===== config.mk =====
export PLATFORM = sky130hd
export DESIGN_NAME = rgb_conv_sequencer_flat
export DESIGN_NICKNAME = d
export VERILOG_FILES = /design/src/rtl/rgb_conv_sequencer_pkg.sv /design/src/rtl/rgb_conv_sequencer_if.sv /design/src/rtl/rgb_conv_sequencer_out_fifo.sv /design/src/rtl/rgb_conv_sequencer.sv /design/src/flat_wrapper.sv
export SDC_FILE = /design/constraint.sdc
export NUM_CORES = 1
export LEC_CHECK = 0
export CORE_MARGIN = 4
export CORE_UTILIZATION = 52
export DETAILED_ROUTE_END_ITERATION = 16
export PLACE_DENSITY = 0.81
export SYNTH_ARGS = -nofsm -noshare
export SYNTH_HDL_FRONTEND = slang
export SYNTH_SLANG_ARGS = --single-unit
export TNS_END_PERCENT = 10

===== constraint.sdc =====
create_clock -name CLOCK_50_I -period 7.3 [get_ports CLOCK_50_I]
set_clock_uncertainty 0.1 [all_clocks]
set_input_delay 1.46 -clock CLOCK_50_I [delete_from_list [all_inputs] [get_ports CLOCK_50_I]]
set_output_delay 1.46 -clock CLOCK_50_I [all_outputs]
set_load 0.02 [all_outputs]

===== src/rtl/rgb_conv_sequencer_pkg.sv =====
// Shared types for the RGB converter sequencer: FSM states, converter phase
// select encodings and the packed pixel formats moved through the pipeline.
package rgb_seq_pkg;

    typedef enum logic [1:0] {
        IDLE  = 2'd0,
        RUN   = 2'd1,
        DRAIN = 2'd2,
        DONE  = 2'd3
    } state_e;

    // Values match the converter's select input.
    typedef enum logic [1:0] {
        PH_Y = 2'd0,
        PH_V = 2'd1,
        PH_U = 2'd2
    } phase_e;

    typedef struct packed {
        logic [7:0] r;
        logic [7:0] g;
        logic [7:0] b;
    } pixel_t;

    typedef struct packed {
        logic [7:0] y;
        logic [7:0] u;
        logic [7:0] v;
    } yuv_t;

    function automatic phase_e next_phase(input phase_e ph);
        phase_e nxt;
        case (ph)
            PH_Y:    nxt = PH_V;
            PH_V:    nxt = PH_U;
            default: nxt = PH_Y;
        endcase
        return nxt;
    endfunction

endpackage


===== src/rtl/rgb_conv_sequencer_if.sv =====
// Bundles the upsampler input stream, converter drive/results, SRAM-writer
// output stream and frame status of the sequencer.
interface rgb_conv_sequencer_if;
    logic        start;
    logic        in_valid;
    logic        in_ready;
    logic [7:0]  in_Y;
    logic [7:0]  in_U;
    logic [7:0]  in_V;
    logic        conv_enable;
    logic [31:0] conv_Y;
    logic [31:0] conv_U;
    logic [31:0] conv_V;
    logic [7:0]  conv_R;
    logic [7:0]  conv_G;
    logic [7:0]  conv_B;
    logic        out_valid;
    logic        out_ready;
    logic [23:0] out_RGB;
    logic        busy;
    logic        done;

    modport slave (
        input  start, in_valid, in_Y, in_U, in_V, conv_R, conv_G, conv_B, out_ready,
        output in_ready, conv_enable, conv_Y, conv_U, conv_V, out_valid, out_RGB, busy, done
    );

    modport master (
        output start, in_valid, in_Y, in_U, in_V, conv_R, conv_G, conv_B, out_ready,
        input  in_ready, conv_enable, conv_Y, conv_U, conv_V, out_valid, out_RGB, busy, done
    );
endinterface


===== src/rtl/rgb_conv_sequencer_out_fifo.sv =====
// Generic synchronous FIFO of pixels with a registered head and occupancy count.
// Latency: push visible at the head one cycle later. Backpressure: push on full is
// dropped unless a pop happens the same cycle; pop on empty is ignored.
module rgb_out_fifo
    import rgb_seq_pkg::*;
#(
    parameter int DEPTH = 4,
    parameter int CNT_W = $clog2(DEPTH + 1)
) (
    input  logic             clk,
    input  logic             rst,
    input  logic             push_vld,
    input  pixel_t           push_dat,
    input  logic             pop_rdy,
    output logic             pop_vld,
    output pixel_t           pop_dat,
    output logic [CNT_W-1:0] count
);
    localparam int PTR_W = $clog2(DEPTH);

    pixel_t             mem_q [DEPTH];
    pixel_t             mem_d [DEPTH];
    logic [PTR_W-1:0]   wr_ptr_q, wr_ptr_d;
    logic [PTR_W-1:0]   rd_ptr_q, rd_ptr_d;
    logic [CNT_W-1:0]   count_q, count_d;
    logic               do_push, do_pop;

    always_comb begin
        mem_d    = mem_q;
        wr_ptr_d = wr_ptr_q;
        rd_ptr_d = rd_ptr_q;
        count_d  = count_q;
        do_pop   = pop_rdy && (count_q != '0);
        do_push  = push_vld && ((count_q != CNT_W'(DEPTH)) || do_pop);
        if (do_push) begin
            mem_d[wr_ptr_q] = push_dat;
            wr_ptr_d        = wr_ptr_q + 1'b1;
        end
        if (do_pop) begin
            rd_ptr_d = rd_ptr_q + 1'b1;
        end
        case ({do_push, do_pop})
            2'b10:   count_d = count_q + 1'b1;
            2'b01:   count_d = count_q - 1'b1;
            default: count_d = count_q;
        endcase
    end

    always_ff @(posedge clk or posedge rst) begin
        if (rst) begin
            for (int i = 0; i < DEPTH; i++) begin
                mem_q[i] <= '0;
            end
            wr_ptr_q <= '0;
            rd_ptr_q <= '0;
            count_q  <= '0;
        end else begin
            mem_q    <= mem_d;
            wr_ptr_q <= wr_ptr_d;
            rd_ptr_q <= rd_ptr_d;
            count_q  <= count_d;
        end
    end

    assign pop_vld = (count_q != '0);
    assign pop_dat = pop_vld ? mem_q[rd_ptr_q] : '0;
    assign count   = count_q;

endmodule


===== src/rtl/rgb_conv_sequencer.sv =====
// Feeds Y/U/V triples through the shared 3-phase RGB converter and queues the results.
// Latency: handshake at T, converter phase 0 at T+1, out_valid at T+5 on an empty FIFO.
// Backpressure: in_ready is credit-gated on FIFO space so a converter result is never dropped.
module rgb_conv_sequencer
    import rgb_seq_pkg::*;
#(
    parameter int PIXELS_PER_FRAME = 76800,
    parameter int CNT_W            = 17,
    parameter int FIFO_DEPTH       = 4
) (
    input  logic                  CLOCK_50_I,
    input  logic                  reset,
    rgb_conv_sequencer_if.slave   bus
);
    localparam int              FCNT_W = $clog2(FIFO_DEPTH + 1);
    localparam logic [CNT_W-1:0] PPF   = CNT_W'(PIXELS_PER_FRAME);

    state_e             state_q, state_d;
    phase_e             phase_q, phase_d;
    yuv_t               hold_q, hold_d;
    logic               hold_valid_q, hold_valid_d;
    logic               cap_pending_q, cap_pending_d;
    logic [CNT_W-1:0]   acc_cnt_q, acc_cnt_d;
    logic [CNT_W-1:0]   out_cnt_q, out_cnt_d;

    logic               conv_enable;
    logic               in_ready;
    logic               in_hs, out_hs;
    logic [1:0]         inflight;
    logic               credit_ok;
    logic               fifo_vld;
    pixel_t             fifo_dat;
    pixel_t             push_dat;
    logic [FCNT_W-1:0]  fifo_count;

    always_comb begin
        state_d       = state_q;
        phase_d       = phase_q;
        hold_d        = hold_q;
        hold_valid_d  = hold_valid_q;
        cap_pending_d = 1'b0;
        acc_cnt_d     = acc_cnt_q;
        out_cnt_d     = out_cnt_q;

        // Enable stays high through phases 1 and 2 so a pixel is never cut short.
        conv_enable = hold_valid_q || (phase_q != PH_Y);
        inflight    = {1'b0, hold_valid_q} + {1'b0, cap_pending_q};
        credit_ok   = (int'(fifo_count) + int'(inflight)) < FIFO_DEPTH;
        in_ready    = (state_q == RUN) && (acc_cnt_q < PPF)
                      && (!hold_valid_q || (phase_q == PH_U)) && credit_ok;
        in_hs       = bus.in_valid && in_ready;
        out_hs      = fifo_vld && bus.out_ready;

        if (conv_enable) begin
            phase_d = next_phase(phase_q);
        end
        // Results are complete after the U phase; capture them one cycle later.
        if (phase_q == PH_U) begin
            hold_valid_d  = 1'b0;
            cap_pending_d = 1'b1;
        end
        if (in_hs) begin
            hold_d       = '{y: bus.in_Y, u: bus.in_U, v: bus.in_V};
            hold_valid_d = 1'b1;
            if (acc_cnt_q < PPF) begin
                acc_cnt_d = acc_cnt_q + 1'b1;
            end
        end
        if (out_hs && (out_cnt_q < PPF)) begin
            out_cnt_d = out_cnt_q + 1'b1;
        end

        case (state_q)
            IDLE: begin
                if (bus.start) begin
                    state_d   = RUN;
                    acc_cnt_d = '0;
                    out_cnt_d = '0;
                end
            end
            RUN: begin
                if ((acc_cnt_q == PPF) && !hold_valid_q) begin
                    state_d = DRAIN;
                end
            end
            DRAIN: begin
                if (!cap_pending_q && (fifo_count == '0) && (out_cnt_q == PPF)) begin
                    state_d = DONE;
                end
            end
            DONE:    state_d = IDLE;
            default: state_d = IDLE;
        endcase
    end

    always_ff @(posedge CLOCK_50_I or posedge reset) begin
        if (reset) begin
            state_q       <= IDLE;
            phase_q       <= PH_Y;
            hold_q        <= '0;
            hold_valid_q  <= 1'b0;
            cap_pending_q <= 1'b0;
            acc_cnt_q     <= '0;
            out_cnt_q     <= '0;
        end else begin
            state_q       <= state_d;
            phase_q       <= phase_d;
            hold_q        <= hold_d;
            hold_valid_q  <= hold_valid_d;
            cap_pending_q <= cap_pending_d;
            acc_cnt_q     <= acc_cnt_d;
            out_cnt_q     <= out_cnt_d;
        end
    end

    assign push_dat = '{r: bus.conv_R, g: bus.conv_G, b: bus.conv_B};

    rgb_out_fifo #(
        .DEPTH (FIFO_DEPTH),
        .CNT_W (FCNT_W)
    ) u_out_fifo (
        .clk      (CLOCK_50_I),
        .rst      (reset),
        .push_vld (cap_pending_q),
        .push_dat (push_dat),
        .pop_rdy  (bus.out_ready),
        .pop_vld  (fifo_vld),
        .pop_dat  (fifo_dat),
        .count    (fifo_count)
    );

    assign bus.in_ready    = in_ready;
    assign bus.conv_enable = conv_enable;
    assign bus.conv_Y      = {24'd0, hold_q.y};
    assign bus.conv_U      = {24'd0, hold_q.u};
    assign bus.conv_V      = {24'd0, hold_q.v};
    assign bus.out_valid   = fifo_vld;
    assign bus.out_RGB     = fifo_dat;
    assign bus.busy        = (state_q == RUN) || (state_q == DRAIN);
    assign bus.done        = (state_q == DONE);

endmodule

===== src/flat_wrapper.sv =====
// flat-port wrapper written by rule: the top's interface ports become plain ports
module rgb_conv_sequencer_flat import rgb_seq_pkg::*;
#(
    parameter int PIXELS_PER_FRAME = 76800,
    parameter int CNT_W            = 17,
    parameter int FIFO_DEPTH       = 4
)
  (CLOCK_50_I, reset, bus_start, bus_in_valid, bus_in_Y, bus_in_U, bus_in_V, bus_conv_R, bus_conv_G, bus_conv_B, bus_out_ready, bus_in_ready, bus_conv_enable, bus_conv_Y, bus_conv_U, bus_conv_V, bus_out_valid, bus_out_RGB, bus_busy, bus_done);
  rgb_conv_sequencer_if bus_i ();
  input  logic CLOCK_50_I;
  input  logic reset;
  input wire logic [$bits(bus_i.start)-1:0] bus_start;
  input wire logic [$bits(bus_i.in_valid)-1:0] bus_in_valid;
  input wire logic [$bits(bus_i.in_Y)-1:0] bus_in_Y;
  input wire logic [$bits(bus_i.in_U)-1:0] bus_in_U;
  input wire logic [$bits(bus_i.in_V)-1:0] bus_in_V;
  input wire logic [$bits(bus_i.conv_R)-1:0] bus_conv_R;
  input wire logic [$bits(bus_i.conv_G)-1:0] bus_conv_G;
  input wire logic [$bits(bus_i.conv_B)-1:0] bus_conv_B;
  input wire logic [$bits(bus_i.out_ready)-1:0] bus_out_ready;
  output wire logic [$bits(bus_i.in_ready)-1:0] bus_in_ready;
  output wire logic [$bits(bus_i.conv_enable)-1:0] bus_conv_enable;
  output wire logic [$bits(bus_i.conv_Y)-1:0] bus_conv_Y;
  output wire logic [$bits(bus_i.conv_U)-1:0] bus_conv_U;
  output wire logic [$bits(bus_i.conv_V)-1:0] bus_conv_V;
  output wire logic [$bits(bus_i.out_valid)-1:0] bus_out_valid;
  output wire logic [$bits(bus_i.out_RGB)-1:0] bus_out_RGB;
  output wire logic [$bits(bus_i.busy)-1:0] bus_busy;
  output wire logic [$bits(bus_i.done)-1:0] bus_done;
  assign bus_i.start = bus_start;
  assign bus_i.in_valid = bus_in_valid;
  assign bus_i.in_Y = bus_in_Y;
  assign bus_i.in_U = bus_in_U;
  assign bus_i.in_V = bus_in_V;
  assign bus_i.conv_R = bus_conv_R;
  assign bus_i.conv_G = bus_conv_G;
  assign bus_i.conv_B = bus_conv_B;
  assign bus_i.out_ready = bus_out_ready;
  assign bus_in_ready = bus_i.in_ready;
  assign bus_conv_enable = bus_i.conv_enable;
  assign bus_conv_Y = bus_i.conv_Y;
  assign bus_conv_U = bus_i.conv_U;
  assign bus_conv_V = bus_i.conv_V;
  assign bus_out_valid = bus_i.out_valid;
  assign bus_out_RGB = bus_i.out_RGB;
  assign bus_busy = bus_i.busy;
  assign bus_done = bus_i.done;
  rgb_conv_sequencer #(.PIXELS_PER_FRAME(PIXELS_PER_FRAME), .CNT_W(CNT_W), .FIFO_DEPTH(FIFO_DEPTH)) u_core (.CLOCK_50_I(CLOCK_50_I), .reset(reset), .bus(bus_i));
endmodule

==> impl_results.md <==
* Fillers at approximately 1.2k
* Yosys warning total at 0
* Setup TNS Final at 0 ns
* Power Dens Cells at between 400 and 500 nW/um2
* Die Wd at between 100 and 150 um
* Post-layout min period at approximately 4.4 ns
* Distinct cells, synth at 56
* Gpl congestion at between 0.8 and 0.9
* Layout cell share with drive strength beyond 1 at 24.9%
* WS Path Type: reg2out
* Max Cap Violations at 0
* Register bit total from synthesis at 167
* Post-CTS Hold Fix Bufs at 0
* Global route overflow at 0
* Worst slew pin tran at about 1.2 ns
* CTS Buf Count at 17
* Ys async rst share at between 90% and 100%
* Crit. End Element: output pin
* Cts repair resizes at 0
* Mean Syn Cell Area at 12.7 um2
* Status: completed
* Detailed placement HPWL at 11.4 mm
* Worst-skew pair later-pin latency at roughly 0.42 ns
* Row Count at 46
* Slew Limit Fails at 0
* Hold Path Class: reg2reg
* Mapped Area at about 8400 um2
* Initial Utilization at 53.0%
* Core area at 15900 um2
* Clock Sinks at 167
* Vias at 5321
* Final Hold Violating Endpoints at 0
* Layout Nets at ~830
* Post-Layout Inst Area at ~10000 um2
* Synthesized instance count at roughly 660
* CP required at between 5 and 6 ns
* Ys flop type: dfrtp_1
* F_max at approximately 230 MHz
* Setup Viol. Count Final at 0
* Area grow syn2layout at 18.7%
* IO Count at roughly 180
* Relative slew slack at between 20% and 30%
* DR WL/cell at roughly 17 um
* Largest net degree at the start of global routing at 93
* Vias in the first global route at 5548
* Antenna Diode Count at 0
* Cell Area, Placed at 9390 um2
* Residual DRC at 0
* CTS max path bufs at 2
* Clk slew on worst S/H paths at around 0.070 ns
* First-pass GRT wire length at between 20 and 30 mm
* Worst setup SP type: flip-flop
* Max VDD drop at 284 uV
* H-tree levels at 4
* Number of flops mapped to enable cells by yosys at 0
* Die Y at about 140 um
* Port Buf Inserts at around 110
* Crit share post-route at roughly 60%
* Root Buffer: clkbuf_16
* Sequential cell area fraction in the yosys report at 49.7%
* Final ANT Viol Nets at 0
* Worst-path fanout max at 28
* Pleak at ~4.4 nW
* Number of vias per cell at roughly 5.4
* Full die area at roughly 18000 um2
* Setup bufs post-CTS at 0
* Initial antenna violation count at 0
* Initial DRC count at 250
* GRT Total Usage at between 10% and 20%
* First drt pass iteration count at 4
* RSZ-0062 raised after global routing: no
* Detailed Route WL at about 17 mm
* CP arrival at 2.81 ns
* TritonCTS clock tree: built
## worst paths after layout
path / startpoint / to / slack [ns] / cells after the start
setup / recovery: u_core.u_out_fifo.count[1] / bus_out_RGB[6] / 2.93 / 4
hold / removal: u_core.phase_q[0] / u_core.phase_q[0] / 0.39 / 1
setup reg to reg: u_core.u_out_fifo.count[1] / u_core.u_out_fifo.count[1] / 4.45 / 7
hold reg to reg: u_core.phase_q[0] / u_core.phase_q[0] / 0.39 / 1
max in group asynchronous: reset / u_core.u_out_fifo.mem_q[81] / 4.14 / 3
min in group asynchronous: reset / u_core.u_out_fifo.mem_q[49] / 1.46 / 2
## power breakdown
| part | internal, W | total [W] | switching [W] |
|---|---|---|---|
| sequential | 0.00130 | 0.00156 | 0.000261 |
| combinational | 0.00105 | 0.00191 | 0.000865 |
| clock | 0.000523 | 0.000908 | 0.000385 |
## cells in the final DEF, fill, tap and decap left out, types with 17 or more instances in the layout
cell	netlist	routed
dfrtp_1	167	166
mux2_2	120	120
clkdlybuf4s50_1	0	105
conb_1	1	72
and2_1	26	26
nor2_1	26	26
nand2_1	24	24
mux4_2	24	24
inv_1	18	17
clkbuf_16	0	17
## kinds of logic (layout without fill, tap and decap cells)
family | after synthesis | after routing | synth area share [%]
adders and majority gates | 15 | 15 | 2.32
muxes | 147 | 147 | 22.9
AOI/OAI and AO/OA | 52 | 52 | 4.92
xor gates and xnor gates | 22 | 22 | 2.29
and+or+nand+nor | 141 | 141 | 9.16
other | 1 | 72 | 0.0446
buffers and inverters | 117 | 160 | 8.72
DFF | 167 | 167 | 49.7
## routing by layer
layer,global-route usage [%],share of wire [%]
met4,5.71,1.4
met3,4.42,4.8
met2,32.6,51
met1,25.3,43
met5,0,0
## worst max-delay path, stage by stage (launching register included)
cell             delay, ns
dfrtp_1               0.45
inv_1                 0.17
nand3_1               0.77
and2_1                0.45
clkdlybuf4s50_1       0.54
## synth_stat cells (all sizes together), types with 2 or more instances
library cell	instances	area (um2)
o41ai	3	26.3
and4	3	26.3
inv	18	67.6
mux2i	2	20.0
nand3	10	50.1
mux2	121	1360
o21ai	8	43.8
a31oi	2	12.5
nand2	24	90.1
ha	14	175
and2	26	163
nor4	2	12.5
nand4	9	56.3
or3	5	31.3
o31ai	5	37.5
dfrtp	167	4180
xor2	13	114
or4b	2	20.0
xnor2	9	78.8
nor2b	2	12.5
a21oi	14	73.8
a2bb2oi	2	17.5
clkbuf	10	37.5
or4	7	52.6
buf	89	628
a21bo	2	20.0
nand2b	4	25.0
nand3b	4	30.0
nor2	26	97.6
o211ai	3	22.5
a21o	2	15.0
mux4	24	541
and3	8	51.3
nor3	6	30.0
## flip-flops by register name, indices dropped and copies added (netlist names)
name	count
u_core.u_out_fifo.wr_ptr_q	2
u_core.u_out_fifo.rd_ptr_q	2
u_core.phase_q	2
u_core.bus.conv_V	8
u_core.bus.conv_Y	8
u_core.u_out_fifo.mem_q	96
u_core.u_out_fifo.count	3
u_core.state_q	2
u_core.out_cnt_q	17
u_core.hold_valid_q	1
u_core.bus.conv_U	8
u_core.cap_pending_q	1
u_core.acc_cnt_q	17
## layout make-up
class / count / area (um2) / share of cell area (%)
Clock buffer: 18 / 439 / 4.40
Sequential cell: 167 / 4180 / 41.9
Timing Repair Buffer: 111 / 1100 / 11.0
Clock inverter: 13 / 156 / 1.57
Inverter: 18 / 72.6 / 0.727
Tap cell: 216 / 270 / 2.71
Multi-Input combinational cell: 449 / 3770 / 37.8
## stage by stage
| step | utilization, % | total power, W | hold WS [ns] | setup WS [ns] | cells |
|---|---|---|---|---|---|
| 6_report | 62.9 | 0.00438 | 0.394 | 2.93 | 992 |
| 5_1_grt | 62.9 | 0.00465 | 0.408 | 2.68 | 992 |
| 4_1_cts | 62.9 | 0.00442 | 0.393 | 2.89 | 992 |
| 3_5_place_dp | 59.1 | 0.00349 | 0.381 | 3.31 | 961 |
| 3_3_place_gp | 59.1 | 0.00339 | 0.347 | 3.35 | 961 |
| 2_1_floorplan | - | 0.00281 | 0.330 | 1.22 | 733 |
No activity file was read; power rests on OpenSTA's default activity.
